**config.mk**
```make
export PLATFORM = sky130hd
export DESIGN_NAME = i2s_receiver
export DESIGN_NICKNAME = d
export VERILOG_FILES = /design/src/rtl/i2s_pkg.sv /design/src/rtl/i2s_sync_edge.sv /design/src/rtl/i2s_receiver.sv
export SDC_FILE = /design/constraint.sdc
export NUM_CORES = 1
export LEC_CHECK = 0
export CAP_MARGIN = 30
export CORE_UTILIZATION = 48
export CTS_CLUSTER_DIAMETER = 100
export DETAILED_ROUTE_END_ITERATION = 8
export GPL_ROUTABILITY_DRIVEN = 0
export MAX_ROUTING_LAYER = met4
export PLACE_DENSITY = 0.72
export SKIP_CTS_REPAIR_TIMING = 1
export SLEW_MARGIN = 25
export SYNTH_ARGS = -nofsm -noshare
export SYNTH_HDL_FRONTEND = slang
export SYNTH_SLANG_ARGS = --single-unit
```
**constraint.sdc**
```tcl
create_clock -name clk_i -period 2 [get_ports clk_i]
set_input_delay 0.4 -clock clk_i [delete_from_list [all_inputs] [get_ports clk_i]]
set_output_delay 0.4 -clock clk_i [all_outputs]
set_load 0.1 [all_outputs]
```
**src/rtl/i2s_pkg.sv**
```systemverilog
// i2s_pkg: word width, channel encoding and word type shared by the I2S receiver and transmitter
package i2s_pkg;
  localparam int AUDIO_WORD_LEN = 24;
  typedef enum logic {CH_LEFT = 1'b0, CH_RIGHT = 1'b1} i2s_ch_e;
  typedef logic [AUDIO_WORD_LEN-1:0] audio_word_t;
endpackage

```
**src/rtl/i2s_sync_edge.sv**
```systemverilog
// i2s_sync_edge: 2-FF synchronizer with registered rising-edge pulse on edge_i; lvl_i bits get equal latency
module i2s_sync_edge #(
  parameter int W = 1
) (
  input  logic         clk_i,
  input  logic         edge_i,
  input  logic [W-1:0] lvl_i,
  output logic [W-1:0] lvl_o,
  output logic         rise_o
);
  logic         e_meta_q, e_sync_q, e_prev_q, rise_q;
  logic [W-1:0] l_meta_q, l_sync_q, l_out_q;
  logic         rise_d;
  assign rise_d = e_sync_q & ~e_prev_q;
  // synchronizer chain; the level stage lines up with the registered edge pulse
  always_ff @(posedge clk_i) begin
    e_meta_q <= edge_i;
    e_sync_q <= e_meta_q;
    e_prev_q <= e_sync_q;
    rise_q   <= rise_d;
    l_meta_q <= lvl_i;
    l_sync_q <= l_meta_q;
    l_out_q  <= l_sync_q;
  end
  assign lvl_o  = l_out_q;
  assign rise_o = rise_q;
endmodule

```
**src/rtl/i2s_receiver.sv**
```systemverilog
// i2s_receiver: oversampled I2S slave deserializer producing left/right PCM pairs
module i2s_receiver
  import i2s_pkg::*;
#(
  parameter int SLOT_LEN_MAX = 32,
  parameter int BCLK_TIMEOUT = 64
) (
  input  logic        clk_i,
  input  logic        rst_i,
  input  logic        enable_i,
  input  logic        i2s_bclk_i,
  input  logic        i2s_lrclk_i,
  input  logic        i2s_data_i,
  output audio_word_t left_o,
  output audio_word_t right_o,
  output logic        valid_o,
  output logic        locked_o,
  output logic        frame_err_o
);
  localparam int CNT_W = $clog2(SLOT_LEN_MAX + 1);
  localparam int WD_W  = $clog2(BCLK_TIMEOUT + 1);
  localparam logic [CNT_W-1:0] WORD_END = CNT_W'(AUDIO_WORD_LEN);
  localparam logic [CNT_W-1:0] SLOT_END = CNT_W'(SLOT_LEN_MAX);
  localparam logic [WD_W-1:0]  WD_END   = WD_W'(BCLK_TIMEOUT);
  logic [1:0]       pins_s;
  logic             lr_s, sd_s, bclk_rise, in_word;
  audio_word_t      shift_q, shift_d, left_q, left_d, right_q, right_d, word;
  logic [CNT_W-1:0] cnt_q, cnt_d;
  logic [WD_W-1:0]  wd_q, wd_d;
  i2s_ch_e          lr_prev_q, lr_prev_d;
  logic             pend_q, pend_d, locked_q, locked_d, valid_q, valid_d, err_q, err_d;
  i2s_sync_edge #(.W(2)) u_sync (
    .clk_i (clk_i),
    .edge_i(i2s_bclk_i),
    .lvl_i ({i2s_lrclk_i, i2s_data_i}),
    .lvl_o (pins_s),
    .rise_o(bclk_rise)
  );
  assign {lr_s, sd_s} = pins_s;
  // per BCLK rise: realign on LRCLK change, shift word bits, count padding; otherwise run the watchdog
  always_comb begin
    shift_d   = shift_q;
    cnt_d     = cnt_q;
    lr_prev_d = lr_prev_q;
    wd_d      = wd_q;
    pend_d    = pend_q;
    left_d    = left_q;
    right_d   = right_q;
    locked_d  = locked_q;
    valid_d   = 1'b0;
    err_d     = 1'b0;
    word      = {shift_q[AUDIO_WORD_LEN-2:0], sd_s};
    in_word   = (cnt_q != '0) && (cnt_q <= WORD_END);
    if (enable_i && bclk_rise) begin
      wd_d = '0;
      if (lr_s != lr_prev_q) begin
        cnt_d     = CNT_W'(1);
        lr_prev_d = i2s_ch_e'(lr_s);
        if (in_word) begin
          err_d    = 1'b1;
          locked_d = 1'b0;
          pend_d   = 1'b0;
        end
      end else if (in_word) begin
        shift_d = word;
        cnt_d   = cnt_q + 1'b1;
        if (cnt_q == WORD_END) begin
          if (lr_s == CH_LEFT) begin
            left_d = word;
            pend_d = 1'b1;
          end else if (pend_q) begin
            right_d  = word;
            valid_d  = 1'b1;
            pend_d   = 1'b0;
            locked_d = 1'b1;
          end
        end
      end else if (cnt_q != '0 && cnt_q < SLOT_END) begin
        cnt_d = cnt_q + 1'b1;
      end
    end else if (enable_i) begin
      wd_d = (wd_q == WD_END) ? wd_q : wd_q + 1'b1;
      if (wd_q == WD_END) begin
        locked_d = 1'b0;
        cnt_d    = '0;
        pend_d   = 1'b0;
      end
    end
  end
  // state register with synchronous reset
  always_ff @(posedge clk_i) begin
    if (rst_i) begin
      shift_q   <= '0;
      cnt_q     <= '0;
      lr_prev_q <= CH_LEFT;
      wd_q      <= '0;
      pend_q    <= 1'b0;
      left_q    <= '0;
      right_q   <= '0;
      locked_q  <= 1'b0;
      valid_q   <= 1'b0;
      err_q     <= 1'b0;
    end else begin
      shift_q   <= shift_d;
      cnt_q     <= cnt_d;
      lr_prev_q <= lr_prev_d;
      wd_q      <= wd_d;
      pend_q    <= pend_d;
      left_q    <= left_d;
      right_q   <= right_d;
      locked_q  <= locked_d;
      valid_q   <= valid_d;
      err_q     <= err_d;
    end
  end
  assign left_o      = left_q;
  assign right_o     = right_q;
  assign valid_o     = valid_q;
  assign locked_o    = locked_q;
  assign frame_err_o = err_q;
endmodule

```
### Word-level counts from Yosys, hierarchy flattened

Cells that the tools add are included.

* order comparisons: 2
* div/mod/pow operators: 0
* add/sub/neg operators: 2
* shifts and indexed selects: 0
* eq/ne operators: 8
* reductions and logical operators: 17
* multipliers: 0
* mux-type cells: 22
* bitwise operators: 8

Operators with widths (number)
* 6-bit two-way mux: 6
* 1-bit two-way mux: 16
* 6-bit AND reduction: 2
* 7-bit by 1-bit adder with 7-bit output (second input constant): 1
* 7-bit == test (second input constant): 1
* 1-bit inverter: 7
* 6-bit by 1-bit adder with 6-bit output (second input constant): 1
* 6-bit by 5-bit == test with 1-bit output (second input constant): 1
* 6-bit by 5-bit less-or-equal comparator with 1-bit output (second input constant): 1
* 6-bit < comparator (second input constant): 1
* 3-bit by 1-bit inequality test with 1-bit output (second input constant): 2
* 3-bit AND reduction: 2
* 6-bit nonzero test: 1
* 6-bit OR reduction: 1
* 5-bit AND reduction: 1
* 4-bit by 2-bit inequality test with 1-bit output (second input constant): 1
* 2-bit AND reduction: 2
* 4-bit AND reduction: 1
* 2-bit nonzero test: 2
* 1-bit logical AND: 3
* 3-bit by 2-bit inequality test with 1-bit output (second input constant): 1
* 3-bit OR reduction: 1
* 2-bit inequality test (second input constant): 1
* 2-bit OR reduction: 1
* 2 further kinds: 2

* ROM bits: 0
* bits in writable memories: 0
* bits of input ports: 6
* bits in latches: 0
* memories: 0
* register bits: 99
* logic and storage cells: 76
* output and inout port bits: 51

### Depth between registers and ports, before layout

Gate-level depths: netlist of the first run.

* word-level depth: 6
* gate-level depth with buffers: 8
* gate-level depth less buffers: 6

### By module

A second synthesis of the first run with hierarchy kept.

* cell total of the unflattened synthesis: 414
* area, all modules: 3684.8 um^2

Modules (own cells, without submodules)
* i2s_receiver: area an instance 3470.8 um^2, seq. area each 1781.7 um^2, instances 1, cells each 403
* i2s_sync_edge: area an instance 214.0 um^2, seq. area each 200.2 um^2, instances 1, cells each 11

### Worst setup path after synthesis of the first run

OpenSTA, ideal clock, no wires.

* path kind: flip-flop to flip-flop
* start: reg u_sync.l_out_q[1], in the netlist u_sync.lvl_o[1]
* end: reg right_q[10], in the netlist right_o[10]
* arrival: 1.997 ns
* path buffers: 1
* setup time: 0.124 ns
* clock period less this slack: 2.122 ns
* cell stages (with the launch flop): 8
* required time: 1.876 ns
* slack: -0.122 ns
* path through: dfxtp_1 inv_1 ha_1 nand3b_2 nor4_4 buf_6 mux2i_1 nor2_1

* longest elaborated chain between the ends: 3

Ends and longest elaborated chain
* start, declared: RTL line i2s_sync_edge.sv:12 `logic [W-1:0] l_meta_q, l_sync_q, l_out_q;`
* start signal, assigned: RTL line i2s_sync_edge.sv:23 `l_out_q <= l_sync_q;`
* 1-bit inequality test: RTL line i2s_receiver.sv:56 `if (lr_s != lr_prev_q) begin`
* 1-bit inverter (no line)
* 6-bit AND reduction (no line) *
* end signal, assigned: RTL line i2s_receiver.sv:110 `right_q <= right_d;`
* end, declared: RTL line i2s_receiver.sv:27 `audio_word_t shift_q, shift_d, left_q, left_d, right_q, right_d, word;`

Every way passes the cells marked *; elsewhere a longest branch is shown, timed or not.
A chain may end at the register's enable or synchronous reset.

### Worst setup path in the final report of the first run

* start: reg wd_q[2]
* end: reg cnt_q[1]

* longest elaborated chain between the ends: 3

Ends and longest elaborated chain
* start, declared: RTL line i2s_receiver.sv:29 `logic [WD_W-1:0] wd_q, wd_d;`
* start signal, assigned: RTL line i2s_receiver.sv:107 `wd_q <= wd_d;`
* 7-bit == test: RTL line i2s_receiver.sv:83 `if (wd_q == WD_END) begin`
* 2-bit nonzero test (no line)
* 3-bit AND reduction (no line)
* end signal, assigned: RTL line i2s_receiver.sv:105 `cnt_q <= cnt_d;`
* end, declared: RTL line i2s_receiver.sv:28 `logic [CNT_W-1:0] cnt_q, cnt_d;`

Every way passes these cells.

==> flow_summary.yaml, run 1 <==
finish:
  antenna_cells: 0
  drive_gt1_share_pct: 20.5
  nets: 483
  finalNonFillerCells: 576
  synthToLayoutAreaGrowth_pct: 21.0
  nFillCells: 681
  utilization_pct: 61.3
die:
  ioPinCount: 57
  rows: 31
  die_area_sq_um: 8180
  core_area_sq_um: 7410
  initial_core_util_pct: 50.7
  die_w_um: 90.4
  dieHeight_um: 90.4
timing:
  period_share_pct: 92.6
  setup_ws_ns: 0.148
  fmax_mhz: 540
  slew_headroom_pct: 64.2
  setup-violations-final: 0
  worst_pin_slew_ns: 0.536
  layout_min_cycle_time_ns: 1.85
  skew_ns: 0.00815
  hold_viol_final: 0
  slew_violations: 0
  finalSetupTns_ns: 0
global_routing:
  grt_max_degree: 73
  grt.total_usage_pct: 19.7
  grt.met3_usage_pct: 5.39
  antenna_found_initial: 0
  grt_pass1_vias: 2729
  grt_overflow_total: 0
  use_met2_pct: 31.7
  use_met1_pct: 25.0
  top_usage_layer: "met2"
  grt_pass1_wl_um: 12800
setup_path:
  required_ns: 2.24
  worstSetupEndpointType: "flip-flop"
  ff2ff_setup_slack_ns: 0.15
  crit_arrival_ns: 2.09
  crit_fanout: 4
  slowest_stage: "or4_1"
  crit_start: "wd_q[2]$_SDFFE_PP0P_"
  r2r-end: "cnt_q[1]$_SDFFE_PP0P_"
  cpPeakStageDelay_ns: 0.60
  endpoint: "cnt_q[1]$_SDFFE_PP0P_"
  r2r_cells: 4
  critical_path_class: "reg -> reg"
  crit-reg2reg-launch: "wd_q[2]$_SDFFE_PP0P_"
  path_cells: "or4_1 -> o21ba_2 -> nor3_2 -> mux2_2"
  critPathLaunchType: "flip-flop"
clocking:
  cts.sinks: 99
  clk-insertion-delay-late_ns: 0.35
  clockBufferDepth: 2
  cts_tree: "yes"
  numCtsBuffers: 9
  root_buffer: "clkbuf_8"
  clk_pin_slew_ns: 0.09
  cts.htree.levels: 3
logic_synthesis:
  synth_top_area_share_pct: 52.8
  synth-edff-count: 0
  synthArstFlopShare_pct: 0
  yosys_warnings: 0
  synth_ff_type: "dfxtp_1"
  synth.avg_cell_area_sq_um: 9.11
  ys_types: 46
  synth_area_leaders: "dfxtp_1 (53%), nand2_1 (10%), a21oi_1 (7.2%)"
  seq_area_frac_synth_pct: 52.8
  syn_area_sq_um: 3750
  synth.most_common_cell: "nand2_1"
  synth_common_cells: "nand2_1 (104), dfxtp_1 (99), a21oi_1 (54)"
  syn_inst: 412
  syn-num-nets: 423
  yosysTopAreaCell: "dfxtp_1"
  ys_seq_elements: 99
hold_path:
  hold_start: "u_sync.l_meta_q[0]$_DFF_P_"
  hp-class: "reg -> reg"
pwr:
  p_sw_share_pct: 22.7
  leakagePower_nw: 1.67
  irDropWorstVdd_uv: 409
  p_seq_share_pct: 61.1
  power_density_nw_per_um2: 720
  p_total_mw: 3.27
  power.internal_mw: 2.53
  p_switching_mw: 0.743
  clkPwrFrac_pct: 35.4
  combPwrFrac_pct: 3.5
routing:
  drt_wl_total_um: 7450
  wl_per_cell_um: 12.9
  drc: 0
  ant_nets: 0
  vias: 2947
  avgViaCountPerCell: 5.12
  drt_iter0_drc: 178
  drtPass1Iterations: 4
outcome:
  status: "finished clean"
flow_run:
  maxCapViolCount: 0
placed_design:
  placedCellCount: 558
  place_ws_ns: -0.0779
  portBuffers: 56
  dp_hpwl_um: 5110
## metal layers
metal  vias up  part of all wire (%)  wire length, um
li1       1516                     -                -
met1      1363                    47             3470
met2        60                    48             3580
met3         8                   4.4              330
met4         0                  0.97               72
met5         -                     0                0
## kinds of logic (layout without fill, tap and decap cells)
group,after synthesis,after routing,share of synthesized area (%)
compound gates,78,78,12.5
xor+xnor,4,4,0.934
fa+ha+maj,5,5,1.67
buf+inv,32,97,4.67
flops,99,99,52.8
mux,27,27,7.23
simple gates,167,167,20.2
## area by class of cell
| type | instances | area, sq um | share of cell area (%) |
|---|---|---|---|
| flip-flops and latches | 99 | 1980 | 43.6 |
| multi-input cells | 281 | 1620 | 35.6 |
| repair buffers | 74 | 613 | 13.5 |
| clock buffers | 11 | 141 | 3.11 |
| well taps | 99 | 124 | 2.73 |
| clock inverters | 5 | 37.5 | 0.826 |
| inverters | 7 | 26.3 | 0.579 |
## layout by cell type, fill, tap and decap left out, types with 4 or more instances in the layout
cell	n
clkbuf_8	10
nor2_1	34
o21ai_0	5
nand2_1	104
clkdlybuf4s50_1	4
mux2i_1	26
dfxtp_1	99
inv_1	7
ha_1	4
nand3_1	4
buf_12	4
buf_4	65
a21oi_1	54
## power by group through the flow
stage / sequential [mW] / combinational, mW / clock (mW)
after CTS: 2.00 / 0.110 / 1.19
after detailed placement: 2.04 / 0.110 / 0
after floorplan: 2.04 / 0.0755 / 0
after global placement: 2.04 / 0.107 / 0
final: 2.00 / 0.114 / 1.16
after global routing: 2.00 / 0.126 / 1.27
## registers in the layout, indices dropped and copies added, names as in the netlist
| register | flops |
|---|---|
| left_o | 24 |
| right_o | 24 |
| shift_q | 23 |
| wd_q | 7 |
| cnt_q | 6 |
| u_sync.l_meta_q | 2 |
| u_sync.l_sync_q | 2 |
| u_sync.lvl_o | 2 |
| frame_err_o | 1 |
| locked_o | 1 |
| lr_prev_q | 1 |
| pend_q | 1 |
| u_sync.e_meta_q | 1 |
| u_sync.e_prev_q | 1 |
| u_sync.e_sync_q | 1 |
| u_sync.rise_o | 1 |
| valid_o | 1 |
## critical path: cells and delay by family (launching register included)
| kind | cells | cell delay [ns] |
|---|---|---|
| compound gates | 1 | 0.27 |
| flops | 1 | 0.35 |
| mux | 1 | 0.35 |
| simple gates | 2 | 0.77 |
## worst min-delay path by stage
| stage | end | slack (ns) | depth (start not counted) |
|---|---|---|---|
| finish | u_sync.l_sync_q[0]$_DFF_P_ | 0.33 | 0 |
| global placement | u_sync.l_sync_q[0]$_DFF_P_ | 0.31 | 0 |
| detailed placement | u_sync.e_sync_q$_DFF_P_ | 0.31 | 0 |
| CTS | u_sync.lvl_o[1]$_DFF_P_ | 0.34 | 0 |
| global route | u_sync.lvl_o[0]$_DFF_P_ | 0.34 | 0 |
| floorplan | u_sync.e_sync_q$_DFF_P_ | 0.31 | 0 |
## through the flow
step	hold slack (ns)	cell area [sq um]
finish	0.335	4540
global route	0.344	4540
CTS	0.336	4520
detailed placement	0.312	4340
global placement	0.310	4340
floorplan	0.310	3760
(Power assumes the default switching activity.)
==> run 2: changes to the inputs <==
--- a/config.mk
+++ b/config.mk
@@ -12,6 +12,7 @@
 export GPL_ROUTABILITY_DRIVEN = 0
 export MAX_ROUTING_LAYER = met4
 export PLACE_DENSITY = 0.72
+export SETUP_SLACK_MARGIN = 0.1
 export SKIP_CTS_REPAIR_TIMING = 1
 export SLEW_MARGIN = 25
 export SYNTH_ARGS = -nofsm -noshare
==> constraint.sdc (replaced) <==
create_clock -name clk_i -period 1.5 [get_ports clk_i]
set_input_delay 0.3 -clock clk_i [delete_from_list [all_inputs] [get_ports clk_i]]
set_output_delay 0.3 -clock clk_i [all_outputs]
set_load 0.1 [all_outputs]
==> flow_summary.yaml, run 2 (same netlist as run 1, synthesis figures left out) <==
pwr:
  combPwrFrac_pct: 4.7
  p_sw_share_pct: 24.0
  leakagePower_nw: 2.07
  power_density_nw_per_um2: 776
  power.internal_mw: 3.35
  p_seq_share_pct: 60.5
  p_switching_mw: 1.06
  clkPwrFrac_pct: 34.8
  irDropWorstVdd_uv: 552
global_routing:
  antenna_found_initial: 0
  grt_overflow_total: 0
  grt_pass1_wl_um: 14400
  grt_pass1_vias: 3140
  grt_max_degree: 57
  grt.total_usage_pct: 22.4
finish:
  final_cell_area_sq_um: 5670
  final_cell_mix: "nand2_1 (93), dfxtp_1 (93), buf_12 (54), a21oi_1 (43), nor2_1 (33)"
  antenna_cells: 0
  drive_gt1_share_pct: 33.9
  finalNonFillerCells: 607
  nets: 514
  multiInputGateArea_sq_um: 1830
  final-seq-area_sq_um: 1990
  nFillCells: 475
  synthToLayoutAreaGrowth_pct: 51.2
timing:
  setup_ws_ns: -0.290
  finalSetupTns_ns: -16.26
  rsz0062_at_grt: "yes"
  skew_ns: 0.00786
  layout_min_cycle_time_ns: 1.79
  worst_pin_slew_ns: 0.615
  slew_headroom_pct: 58.9
  period_share_pct: 119
  fmax_mhz: 559
  setup-violations-final: 82
  slew_violations: 0
  hold_viol_final: 0
clocking:
  clk_pin_slew_ns: 0.09
  cts.sinks: 99
  cts_tree: "yes"
  numCtsBuffers: 9
  root_buffer: "clkbuf_8"
  clk-insertion-delay-late_ns: 0.36
  cts.htree.levels: 3
  clockBufferDepth: 2
placed_design:
  placedCellCount: 579
  portBuffers: 56
  place_area_sq_um: 5180
  dp_hpwl_um: 5940
setup_path:
  path_cells: "inv_2 -> ha_4 -> nand3b_4 -> nor4_4 -> buf_6 -> clkbuf_16 -> mux2i_1 -> nor2_1"
  slowest_stage: "dfxtp_2"
  r2r-end: "right_o[2]$_SDFFE_PP0P_"
  cpPeakStageDelay_ns: 0.34
  crit_start: "lr_prev_q$_SDFFE_PP0P_"
  critical_path_class: "reg -> reg"
  ff2ff_setup_slack_ns: -0.29
  crit_fanout: 7
  crit-reg2reg-launch: "lr_prev_q$_SDFFE_PP0P_"
  required_ns: 1.76
  r2r_cells: 8
  critPathLaunchType: "flip-flop"
  worstSetupEndpointType: "flip-flop"
  crit_arrival_ns: 2.05
outcome:
  status: "finished, violations left"
  violations: "setup timing"
routing:
  vias: 3318
  drt_wl_total_um: 9890
  wl_per_cell_um: 16.3
  drc: 0
  ant_nets: 0
  avgViaCountPerCell: 5.47
  drt_iter0_drc: 310
  drtPass1Iterations: 5
die:
  initial_core_util_pct: 50.7
  core_area_sq_um: 7410
  rows: 31
  die_w_um: 90.4
  die_area_sq_um: 8180
  dieHeight_um: 90.4
  ioPinCount: 57
flow_run:
  maxCapViolCount: 0
hold_path:
  hold_end: "lr_prev_q$_SDFFE_PP0P_"
  hold_start: "rst_i"
  hp-class: "in -> reg"
  worstHoldPathCells: 2
==> run 2: changes by cell type in the layout (fill, tap and decap cells not counted), sizes merged <==
cell           previous run  this run
buf                      70        97
clkinv                    3         2
dlymetal6s2s              0         1
clkbuf                   11        13
or3                       3         5
clkinvlp                  1         2
clkdlybuf4s50             4         3
==> run 2: metal layers <==
layer | vias up | wire length (um) | GRT usage (%)
li1 | 1572 | - | -
met1 | 1578 | 4030 | 25.7
met2 | 139 | 4980 | 36.7
met3 | 29 | 614 | 5.64
met4 | 0 | 263 | 10.2
met5 | - | 0 | -
==> run 2: how the worst max path moves through the flow <==
stage / end / depth (start not counted)
2_1_floorplan: right_o[10]$_SDFFE_PP0P_ / 7
3_3_place_gp: right_o[14]$_SDFFE_PP0P_ / 6
3_5_place_dp: right_o[21]$_SDFFE_PP0P_ / 6
4_1_cts: right_o[21]$_SDFFE_PP0P_ / 7
5_1_grt: cnt_q[3]$_SDFFE_PP0P_ / 7
6_report: right_o[2]$_SDFFE_PP0P_ / 8
==> run 2: power groups by stage <==
stage	registers, mW	logic (mW)	clock network (mW)
after floorplan	2.72	0.112	0
after global placement	2.72	0.170	0
after detailed placement	2.72	0.177	0
after CTS	2.66	0.178	1.54
after global routing	2.67	0.223	1.67
final	2.66	0.208	1.53
==> run 2: worst max-delay path, delay by kind of cell (launching register included) <==
kind	cells	cell delay (ns)
flops	1	0.34
fa+ha+maj	1	0.23
mux	1	0.21
buf+inv	3	0.40
simple gates	3	0.48
==> run 2: cell type report <==
| type | count | share of cell area (%) |
|---|---|---|
| Sequential cell | 99 | 35.1 |
| Multi-Input combinational cell | 283 | 32.3 |
| Timing Repair Buffer | 103 | 27.0 |
| Clock buffer | 11 | 2.32 |
| Tap cell | 99 | 2.18 |
| Clock inverter | 5 | 0.662 |
| Inverter | 7 | 0.463 |
==> run 2: stage by stage <==
| stage | worst slack [ns] | hold slack (ns) | util [%] | power, mW |
|---|---|---|---|---|
| 4_1_cts | -0.247 | 0.255 | 72.2 | 4.38 |
| 6_report | -0.290 | 0.276 | 76.6 | 4.40 |
| 5_1_grt | -0.355 | 0.289 | 76.6 | 4.56 |
| 3_3_place_gp | -0.397 | 0.311 | 70.0 | 2.89 |
| 3_5_place_dp | -0.459 | 0.312 | 70.0 | 2.90 |
| 2_1_floorplan | -0.293 | 0.310 | - | 2.83 |
